--- config.mk ---
export PLATFORM = sky130hd
export DESIGN_NAME = fpu_addsub_arbiter
export DESIGN_NICKNAME = d
export VERILOG_FILES = /design/src/rtl/fpu_pkg.sv /design/src/rtl/fifo.sv /design/src/rtl/rr_arbiter.sv /design/src/rtl/fpu_addsub_arbiter.sv
export SDC_FILE = /design/constraint.sdc
export NUM_CORES = 1
export LEC_CHECK = 0
export BUFFER_PORTS_ARGS = -buffer_cell sky130_fd_sc_hd__clkbuf_2
export CAP_MARGIN = 25
export CORE_ASPECT_RATIO = 0.75
export CORE_MARGIN = 2
export CORE_UTILIZATION = 45
export CTS_BUF_LIST = sky130_fd_sc_hd__clkbuf_4 sky130_fd_sc_hd__clkbuf_8
export CTS_CLUSTER_DIAMETER = 30
export DETAILED_ROUTE_END_ITERATION = 8
export GPL_TIMING_DRIVEN = 0
export PLACE_DENSITY_LB_ADDON = 0.15
export SYNTH_ARGS = -nofsm -noshare
export SYNTH_HDL_FRONTEND = slang
export SYNTH_HIERARCHICAL = 1
export SYNTH_SLANG_ARGS = --single-unit
--- constraint.sdc ---
create_clock -name clk -period 2.2 [get_ports clk]
set_input_delay 0.22 -clock clk [delete_from_list [all_inputs] [get_ports clk]]
set_output_delay 0.22 -clock clk [all_outputs]
set_load 0.02 [all_outputs]
--- src/rtl/fpu_pkg.sv ---
// Shared types and FP32 constants for the FPU add/sub arbitration slice.
// Latency: none (types and constants only).
// Backpressure: none (types and constants only).
package fpu_pkg;

    typedef enum logic {
        FPU_ADD = 1'b0,
        FPU_SUB = 1'b1
    } fpu_op_e;

    localparam logic [31:0] POS_INF  = 32'h7F80_0000;
    localparam logic [31:0] NEG_INF  = 32'hFF80_0000;
    localparam logic [31:0] POS_ZERO = 32'h0000_0000;
    localparam logic [31:0] NEG_ZERO = 32'h8000_0000;
    localparam logic [31:0] CAN_NAN  = 32'h7FC0_0000;

    // Wide enough for the largest supported requester count (8).
    localparam int RSP_ID_W = 3;

    typedef struct packed {
        logic [RSP_ID_W-1:0] id;
        logic [31:0]         result;
        logic                exception;
    } fpu_rsp_t;

endpackage

--- src/rtl/fifo.sv ---
// Generic synchronous FIFO with occupancy count; head is shown without bypass.
// Latency: a push is visible at the head one cycle after the push edge.
// Backpressure: rd_vld/rd_rdy on the read side; writer must never push when full.
module fifo #(
    parameter int W     = 8,
    parameter int DEPTH = 4
) (
    input  logic                     clk,
    input  logic                     rst,
    input  logic                     wr_vld,
    input  logic [W-1:0]             wr_dat,
    output logic                     rd_vld,
    input  logic                     rd_rdy,
    output logic [W-1:0]             rd_dat,
    output logic [$clog2(DEPTH):0]   count
);
    localparam int AW = $clog2(DEPTH);

    logic [W-1:0]  mem [DEPTH];
    logic [AW-1:0] wr_ptr;
    logic [AW-1:0] rd_ptr;
    logic [AW:0]   cnt;
    logic          pop;

    assign pop    = rd_vld && rd_rdy;
    assign rd_vld = (cnt != '0);
    assign rd_dat = mem[rd_ptr];
    assign count  = cnt;

    // Pointer and occupancy bookkeeping; simultaneous push/pop keeps cnt.
    always_ff @(posedge clk) begin
        if (rst) begin
            wr_ptr <= '0;
            rd_ptr <= '0;
            cnt    <= '0;
        end else begin
            if (wr_vld) wr_ptr <= wr_ptr + 1'b1;
            if (pop)    rd_ptr <= rd_ptr + 1'b1;
            case ({wr_vld, pop})
                2'b10:   cnt <= cnt + 1'b1;
                2'b01:   cnt <= cnt - 1'b1;
                default: cnt <= cnt;
            endcase
        end
    end

    // Storage write; contents need no reset because cnt qualifies the head.
    always_ff @(posedge clk) begin
        if (wr_vld) mem[wr_ptr] <= wr_dat;
    end

endmodule

--- src/rtl/rr_arbiter.sv ---
// Round-robin arbiter: search starts one past the last granted requester.
// Latency: grant is combinational; the pointer moves on the advance edge.
// Backpressure: enable low forces an all-zero grant and holds the pointer.
module rr_arbiter #(
    parameter int N = 2
) (
    input  logic         clk,
    input  logic         rst,
    input  logic [N-1:0] req,
    input  logic         enable,
    input  logic         advance,
    output logic [N-1:0] grant
);
    localparam int W = $clog2(N);

    logic [W-1:0]   last_grant;
    logic [W-1:0]   start;
    logic [W-1:0]   gnt_idx;
    logic [2*N-1:0] rot;
    logic           found;
    int             sel;

    // Rotate the request vector so index 0 is the first candidate, then pick the lowest.
    always_comb begin
        start = (last_grant == W'(N-1)) ? '0 : last_grant + 1'b1;
        rot   = {req, req} >> start;
        found = 1'b0;
        sel   = 0;
        for (int k = 0; k < N; k++) begin
            if (!found && rot[k]) begin
                found = 1'b1;
                sel   = k + int'(start);
            end
        end
        if (sel >= N) sel = sel - N;
        gnt_idx = W'(sel);
        grant   = (enable && found) ? (N'(1) << gnt_idx) : '0;
    end

    // Pointer starts at N-1 so requester 0 wins first after reset.
    always_ff @(posedge clk) begin
        if (rst)          last_grant <= W'(N-1);
        else if (advance) last_grant <= gnt_idx;
    end

endmodule

--- src/rtl/fpu_addsub_arbiter.sv ---
// Shares one FPU add/sub datapath among NUM_REQ requesters; optional macro FPU_ARB_EXC_STATS_EN.
// Latency: fire to rsp_valid is FPU_LAT+1 cycles, responses in issue order.
// Backpressure: grants stop when in-flight plus buffered results reach RSP_DEPTH.
module fpu_addsub_arbiter
    import fpu_pkg::*;
#(
    parameter int NUM_REQ   = 2,
    parameter int FPU_LAT   = 1,
    parameter int RSP_DEPTH = 4
) (
    input  logic                         clk,
    input  logic                         rst,
    input  logic [NUM_REQ-1:0]           req_valid,
    output logic [NUM_REQ-1:0]           req_ready,
    input  logic [NUM_REQ*32-1:0]        req_a,
    input  logic [NUM_REQ*32-1:0]        req_b,
    input  logic [NUM_REQ-1:0]           req_op,
    output logic [31:0]                  fpu_a,
    output logic [31:0]                  fpu_b,
    output logic                         fpu_op,
    input  logic [31:0]                  fpu_result,
    input  logic                         fpu_exception,
    output logic                         rsp_valid,
    input  logic                         rsp_ready,
    output logic [$clog2(NUM_REQ)-1:0]   rsp_id,
    output logic [31:0]                  rsp_result,
    output logic                         rsp_exception,
    output logic [NUM_REQ*16-1:0]        exc_count
);
    localparam int IDW = $clog2(NUM_REQ);
    localparam int CW  = $clog2(RSP_DEPTH) + 1;

    logic [NUM_REQ-1:0] grant;
    logic               fire;
    logic               arb_en;
    logic               credit_ok;
    logic               pop;
    logic [IDW-1:0]     fire_id;
    fpu_op_e            sel_op;
    logic [FPU_LAT-1:0] tag_vld;
    logic [IDW-1:0]     tag_id [FPU_LAT];
    fpu_rsp_t           push_rsp;
    fpu_rsp_t           head_rsp;
    logic               head_vld;
    logic [CW-1:0]      fifo_count;
    int                 occupancy;
    logic               unused_id_hi;

    assign pop = head_vld && rsp_ready;

    // Credit: every issued op owns a FIFO slot until popped; a same-cycle pop frees one.
    always_comb begin
        occupancy = int'(fifo_count);
        for (int k = 0; k < FPU_LAT; k++) begin
            occupancy = occupancy + (tag_vld[k] ? 1 : 0);
        end
        credit_ok = pop ? (occupancy <= RSP_DEPTH) : (occupancy < RSP_DEPTH);
    end

    assign arb_en = !rst && credit_ok;

    rr_arbiter #(.N(NUM_REQ)) u_arb (
        .clk     (clk),
        .rst     (rst),
        .req     (req_valid),
        .enable  (arb_en),
        .advance (fire),
        .grant   (grant)
    );

    assign req_ready = grant;
    assign fire      = |grant;

    // Operand mux of the granted requester; idle cycles drive a zero add.
    always_comb begin
        fire_id = '0;
        fpu_a   = '0;
        fpu_b   = '0;
        sel_op  = FPU_ADD;
        for (int i = 0; i < NUM_REQ; i++) begin
            if (grant[i]) begin
                fire_id = IDW'(i);
                fpu_a   = req_a[i*32 +: 32];
                fpu_b   = req_b[i*32 +: 32];
                sel_op  = fpu_op_e'(req_op[i]);
            end
        end
    end

    assign fpu_op = sel_op;

    // Tag valids track the FPU pipeline; clearing them discards results already in the FPU.
    always_ff @(posedge clk) begin
        if (rst) begin
            tag_vld <= '0;
        end else begin
            tag_vld[0] <= fire;
            for (int k = 1; k < FPU_LAT; k++) tag_vld[k] <= tag_vld[k-1];
        end
    end

    // Tag IDs ride alongside the valids; only meaningful where the valid is set.
    always_ff @(posedge clk) begin
        tag_id[0] <= fire_id;
        for (int k = 1; k < FPU_LAT; k++) tag_id[k] <= tag_id[k-1];
    end

    // Assemble the response from the last tag stage and the FPU outputs.
    always_comb begin
        push_rsp           = '0;
        push_rsp.id        = RSP_ID_W'(tag_id[FPU_LAT-1]);
        push_rsp.result    = fpu_result;
        push_rsp.exception = fpu_exception;
    end

    fifo #(.W($bits(fpu_rsp_t)), .DEPTH(RSP_DEPTH)) u_rsp_fifo (
        .clk    (clk),
        .rst    (rst),
        .wr_vld (tag_vld[FPU_LAT-1]),
        .wr_dat (push_rsp),
        .rd_vld (head_vld),
        .rd_rdy (rsp_ready),
        .rd_dat (head_rsp),
        .count  (fifo_count)
    );

    // Stale FIFO storage is masked so an empty port always reads as zero.
    assign rsp_valid     = head_vld;
    assign rsp_id        = head_vld ? head_rsp.id[IDW-1:0] : '0;
    assign rsp_result    = head_vld ? head_rsp.result : '0;
    assign rsp_exception = head_vld && head_rsp.exception;
    assign unused_id_hi  = ^head_rsp.id;

`ifdef FPU_ARB_EXC_STATS_EN
    logic [15:0] exc_cnt [NUM_REQ];

    // Saturating per-requester exception counters, counted at response pop.
    always_ff @(posedge clk) begin
        if (rst) begin
            for (int i = 0; i < NUM_REQ; i++) exc_cnt[i] <= '0;
        end else if (pop && head_rsp.exception) begin
            for (int i = 0; i < NUM_REQ; i++) begin
                if (head_rsp.id[IDW-1:0] == IDW'(i) && exc_cnt[i] != 16'hFFFF)
                    exc_cnt[i] <= exc_cnt[i] + 16'd1;
            end
        end
    end

    // Flatten the counters onto the output bus, requester i in slice i.
    always_comb begin
        exc_count = '0;
        for (int i = 0; i < NUM_REQ; i++) exc_count[i*16 +: 16] = exc_cnt[i];
    end
`else
    assign exc_count = '0;
`endif

endmodule
### Word-level counts from Yosys, hierarchy flattened

Memory sizes are Yosys's and may differ from the RTL's. A register that Yosys moved wholly into a read port is not among the register bits.
Index checks and enable logic that the tools add are counted.

| operators by class | value |
|---|---|
| add/sub/neg operators | 8 |
| magnitude comparators | 3 |
| equal/unequal tests | 2 |
| shift operators | 2 |
| mux-type cells | 23 |
| reductions and logical operators | 10 |

Operator list:

| kind | number |
|---|---|
| 32-bit 2-to-1 mux | 5 |
| 1-bit 2-to-1 mux | 13 |
| 2-bit 2-to-1 mux | 4 |
| 3-bit case mux with 2 select lines | 1 |
| 1-bit logical AND | 5 |
| 2-bit by 1-bit adder with 2-bit output, second input constant | 2 |
| 3-bit by 1-bit adder with 4-bit output | 1 |
| 4-bit by 3-bit less-or-equal comparator with 1-bit output, second input constant | 1 |
| 4-bit by 3-bit less-than comparator with 1-bit output, second input constant | 1 |
| 4-bit by 1-bit right shift with 2-bit output | 1 |
| 3-bit by 1-bit adder with 3-bit output, second input constant | 1 |
| 3-bit nonzero test | 1 |
| 3-bit by 1-bit subtractor with 3-bit output, second input constant | 1 |
| 1-bit by 1-bit adder with 2-bit output, first input constant | 1 |
| 2-bit by 1-bit == test with 1-bit output, second input constant | 1 |
| 2-bit == test, second input constant | 1 |
| 2-bit greater-or-equal comparator, second input constant | 1 |
| 1-bit zero test | 2 |
| 2-bit nonzero test | 1 |
| 2-bit OR reduction | 1 |
| 1-bit by 1-bit << shifter with 2-bit output, first input constant | 1 |
| 1-bit adder, second input constant | 1 |
| 1-bit subtractor, second input constant | 1 |

| word-level totals | value |
|---|---|
| register bits | 9 |
| RAM bits | 137 |
| bits of input ports | 168 |
| output and inout port bits | 134 |
| word-level logic and storage cells | 55 |
| memories | 2 |

Memory list:

| memory | depth | bits a word | rd ports | clocked after Yosys merged registers in | write ports | line | source |
|---|---|---|---|---|---|---|---|
| u_rsp_fifo.mem | 4 | 34 | 1 | 1 | 1 | fifo.sv:19 | `logic [W-1:0] mem [DEPTH];` |
| tag_id | 1 | 1 | 1 | 0 | 1 | fpu_addsub_arbiter.sv:41 | `logic [IDW-1:0] tag_id [FPU_LAT];` |

### Longest topological paths before layout

| logic depth | value |
|---|---|
| depth after elaboration | 13 |
| depth in mapped cells | 11 |
| gate-level depth less buffers | 10 |

### Hierarchy

The synthesis kept the hierarchy.

Modules (own cells, without submodules):

| module | instances | cells an instance | area each (um^2) | sequential area each (um^2) |
|---|---|---|---|---|
| fifo | 1 | 235 | 5691.7 | 4504.3 |
| fpu_addsub_arbiter | 1 | 163 | 1337.5 | 40.0 |
| rr_arbiter | 1 | 8 | 60.1 | 20.0 |

### Worst setup path before layout

Ideal clock, no wire load.

| timing path | value |
|---|---|
| path type | register -> output |
| from | reg tag_vld |
| to | out fpu_a[0] |
| arrival | 2.554 ns |
| data required time | 1.980 ns |
| slack | -0.574 ns |
| stages on the path, launching flop included | 12 |
| path buffers | 2 |
| cells stage by stage | dfxtp_1 > ha_1 > ha_1 > nor2_1 > a32oi_1 > a311oi_1 > nand2_1 > a21oi_1 > nor2b_2 > buf_12 > buf_12 > a22o_1 |

| on the way | value |
|---|---|
| cells in the longest elaborated chain, start to end | 9 |
| elaborated cells on any way between the ends | 10 |
| those cells by class | add/sub (1); order compare (2); mux (5); reduce/logical (2) |

Ends and longest elaborated chain:

| element | line | source |
|---|---|---|
| start, declared | fpu_addsub_arbiter.sv:40 | `logic [FPU_LAT-1:0] tag_vld;` |
| 1-bit 2-to-1 mux * | fpu_addsub_arbiter.sv:55 | `occupancy = occupancy + (tag_vld[k] ? 1 : 0);` |
| 3-bit by 1-bit adder with 4-bit output * | fpu_addsub_arbiter.sv:55 |  |
| 4-bit by 3-bit less-than comparator with 1-bit output / 4-bit by 3-bit less-or-equal comparator with 1-bit output (equally long branches) | fpu_addsub_arbiter.sv:57 | `credit_ok = pop ? (occupancy <= RSP_DEPTH) : (occupancy < RSP_DEPTH);` |
| 1-bit 2-to-1 mux * | fpu_addsub_arbiter.sv:57 |  |
| 1-bit logical AND * | fpu_addsub_arbiter.sv:60 | `assign arb_en = !rst && credit_ok;` |
| via arb_en | fpu_addsub_arbiter.sv:35 | `logic arb_en;` |
| 1-bit logical AND * | rr_arbiter.sv:37 | `grant = (enable && found) ? (N'(1) << gnt_idx) : '0;` |
| 2-bit 2-to-1 mux * | rr_arbiter.sv:37 |  |
| via req_ready[0] | fpu_addsub_arbiter.sv:14 | `output logic [NUM_REQ-1:0] req_ready,` |
| 32-bit 2-to-1 mux * (2 in a row) | fpu_addsub_arbiter.sv:81 | `if (grant[i]) begin` |
| end, declared | fpu_addsub_arbiter.sv:18 | `output logic [31:0] fpu_a,` |

The timed path passes the listed nets; every way through them passes the cells marked *.

### Worst setup path in the final report

| timing path | value |
|---|---|
| from | reg u_rsp_fifo.cnt[0], in the netlist u_rsp_fifo/count[0] |
| to | reg u_arb.last_grant |

| on the way | value |
|---|---|
| cells in the longest elaborated chain, start to end | 7 |
| elaborated cells on any way between the ends | 10 |
| those cells by class | add/sub (1); order compare (2); mux (2); reduce/logical (5) |

Ends and longest elaborated chain:

| element | line | source |
|---|---|---|
| start, declared | fifo.sv:22 | `logic [AW:0] cnt;` |
| start signal, assigned | fifo.sv:40 | `2'b10: cnt <= cnt + 1'b1;` |
| start signal, assigned | fifo.sv:41 | `2'b01: cnt <= cnt - 1'b1;` |
| start signal, assigned | fifo.sv:42 | `default: cnt <= cnt;` |
| 3-bit by 1-bit adder with 4-bit output / 3-bit nonzero test (equally long branches) | fpu_addsub_arbiter.sv:55, fifo.sv:26 |  |
| 4-bit by 3-bit less-than comparator with 1-bit output, or another cell as far along | fpu_addsub_arbiter.sv:57 |  |
| 1-bit 2-to-1 mux * | fpu_addsub_arbiter.sv:57 |  |
| 1-bit logical AND * | fpu_addsub_arbiter.sv:60 |  |
| via arb_en | fpu_addsub_arbiter.sv:35 |  |
| 1-bit logical AND * | rr_arbiter.sv:37 |  |
| 2-bit 2-to-1 mux * | rr_arbiter.sv:37 |  |
| 2-bit OR reduction * | fpu_addsub_arbiter.sv:72 | `assign fire = \|grant;` |
| via fire | fpu_addsub_arbiter.sv:34 | `logic fire;` |
| end signal, assigned | rr_arbiter.sv:42 | `if (rst) last_grant <= W'(N-1);` |
| end signal, assigned | rr_arbiter.sv:43 | `else if (advance) last_grant <= gnt_idx;` |
| end, declared | rr_arbiter.sv:16 | `logic [W-1:0] last_grant;` |

Marks and branches as above.
A chain may end at the register's enable or synchronous reset.

==> reports/metrics.yaml <==
die:
  coreArea_um2: 14600
  rows: 38
  ioPinCount: 302
  die-area_um2: 16100
  die-width_um: 146
  start_util_pct: 46.6
  die_height_um: 110
timing:
  finalSetupViolCount: 104
  slew_violations: 0
  fin_crit_sh_pct: 136
  slew_headroom_pct: 62.5
  fmax_ghz: 0.334
  hold_viol_final: 0
  fin_setup_tns_ps: -51300
  hold_ws_ps: 20.9
  fin_crit_ps: 2990
  layout_setup_ws_ps: -790
  worst_slew_pin_slew_ps: 562
  clock_skew_ps: 12.8
  rsz0062_at_grt: "true"
clocking:
  clk_path_buf_depth: 2
  numCtsBuffers: 17
  cts_tree: "built"
  clk_pin_slew_ps: 80
  clock_latency_ps: 440
  clock-root-buffer: "clkbuf_8"
  clock_sinks: 148
  cts_htree_levels: 4
synthesis:
  synth_warnings: 6
  syn_avg_cell_area_um2: 17.2
  synthesis.area_um2: 6800
  syn_inst: 396
drt:
  avgRoutedWirePerCell_um: 19.7
  via_per_inst: 5.00
  drt_first_pass_iters: 4
  vias: 4951
  drc: 0
  ant_nets: 0
  wl_um: 19500
  drtIter0Drc: 261
global_route:
  busiest_layer: "met2"
  globalRouteTotalUtil_pct: 23.1
  grt_pass1_wl_um: 28200
  antenna_found_initial: 1
  met2_usage_pct: 39.8
  grt.met1_usage_pct: 28.4
  use_met3_pct: 6.20
  grt_remaining_overflow: 0
  grt_pass1_vias: 5245
  grt_max_degree: 21
worst_setup_path:
  cp_max_fo: 5
  cp_top_family: "buffers and inverters"
  endpoint_kind: "flip-flop"
  crit_path_max_incr_delay_ps: 410
  path_buf_inv: 9
  critPathSlowestCell: "or3_4"
  crit_required_ps: 2530
  crit_top_cell: "buf_6"
  cp-start-kind: "flip-flop"
  worstPathArrival_ps: 3320
  setup.worst_path.class: "flip-flop to flip-flop"
  path_cells: "buf_6, buf_6, or3_4, a32oi_2, a311oi_2, and3_4, buf_6, buf_6, buf_6, buf_6, buf_6, buf_6, buf_6, or2_4, a311o_1"
cells_and_area:
  final_cell_area_um2: 11100
  area_growth_syn_to_layout_pct: 62.6
  fin_nets: 954
  instances_no_fill: 991
  drive_gt1_share_pct: 64.3
pwr:
  p_sw_share_pct: 30.7
  p_clk_share_pct: 21.7
  sequentialPowerShare_pct: 34.2
  p_leak_nw: 4.73
  p_switching_mw: 2.93
  power.internal_mw: 6.61
  ir_drop_mv: 0.660
  pwr_density_cell_nw_per_um2: 862
  power_frac_comb_pct: 44.1
place:
  place_congestion: 0.868
  io_buffers: 269
  place_area_um2: 9220
  dp.final_hpwl_um: 13100
  dp.cells: 900
job:
  drv_cap: 0
run_status:
  status: "finished with violations"
  violations: "setup timing"
hold_path:
  hp-class: "input port to flip-flop"
layer usage:
metal,up-vias,share of wire (%)
li1,2276,-
met3,49,5.2
met1,2442,40
met2,184,52
met4,0,2.6
met5,-,0
layout by cell type (no fill, tap or decap), drive strengths merged, types with 2 or more instances in the layout:
cell           n
nand2          4
edfxtp       136
inv            8
a22o          64
clkinv         9
xnor2          2
nand2b         2
dfxtp         12
ha             7
conb          32
o21ai          2
and2          38
bufinv         3
a21oi          3
nor2b          3
xor2           3
mux4          34
clkbuf       206
buf          171
or3            2
dlygate4sd3   31
nor2           9
path summary, 6_finish.rpt:
path / start / end / slack (ps) / cells past startpoint
worst min-delay path: fpu_result[27] / u_rsp_fifo/mem[0][28] / 20 / 1
worst min register to register: tag_id[0] / u_rsp_fifo/mem[1][33] / 510 / 0
worst max-delay path: u_rsp_fifo/count[0] / u_arb/last_grant / -790 / 15
worst max register to register: u_rsp_fifo/count[0] / u_arb/last_grant / -790 / 15
worst reg2reg max path: stages, from the launching register on:
cell and delay (ps):
dfxtp_4 370, buf_6 120, buf_6 100, or3_4 410, a32oi_2 210, a311oi_2 80, and3_4 250, buf_6 120
buf_6 100, buf_6 100, buf_6 100, buf_6 100, buf_6 110, buf_6 110, or2_4 250, a311o_1 340
sequential cells by signal, indices dropped and copies added (netlist names), named ones only:
| register | flops |
|---|---|
| u_rsp_fifo/wr_ptr | 2 |
| u_rsp_fifo/mem | 136 |
| u_rsp_fifo/rd_ptr | 2 |
| tag_vld | 1 |
| u_rsp_fifo/count | 3 |
| tag_id | 1 |
| u_arb/last_grant | 1 |
through the flow:
step	total power [mW]	worst slack (ps)	util, %
CTS	8.80	-766	72.6
finish	9.53	-790	75.7
floorplan	5.38	-177	-
global placement	6.25	-513	62.4
detailed placement	6.30	-603	63.1
global route	9.90	-852	75.7
power by group through the flow:
stage / Combinational (mW) / Sequential [mW] / Clock (mW)
finish: 4.21 / 3.26 / 2.07
detailed placement: 2.99 / 3.32 / 0
CTS: 3.44 / 3.25 / 2.10
global placement: 2.94 / 3.31 / 0
global route: 4.43 / 3.27 / 2.20
floorplan: 2.07 / 3.30 / 0
what timing repair did:
| item | in CTS | in global routing |
|---|---|---|
| cloned | 1 | 3 |
| gates resized for setup | 137 | 182 |
| pin swaps | 5 | 7 |
| hold buffers | 31 | 0 |
| hold endpoints to repair | 121 | 0 |
| endpoints found under the setup margin | 81 | 102 |
| setup buffers | 14 | 14 |
area by class of cell:
cell class / instances / area (um2)
fillers: 898 / 3540
well taps: 200 / 250
inverters: 7 / 26.3
plain buffers: 57 / 574
clock buffers: 18 / 241
clock inverters: 13 / 140
multi-input cells: 214 / 2700
diodes: 1 / 2.50
flip-flops and latches: 148 / 4330
repair buffers: 333 / 2790
(Power assumes the default switching activity.)
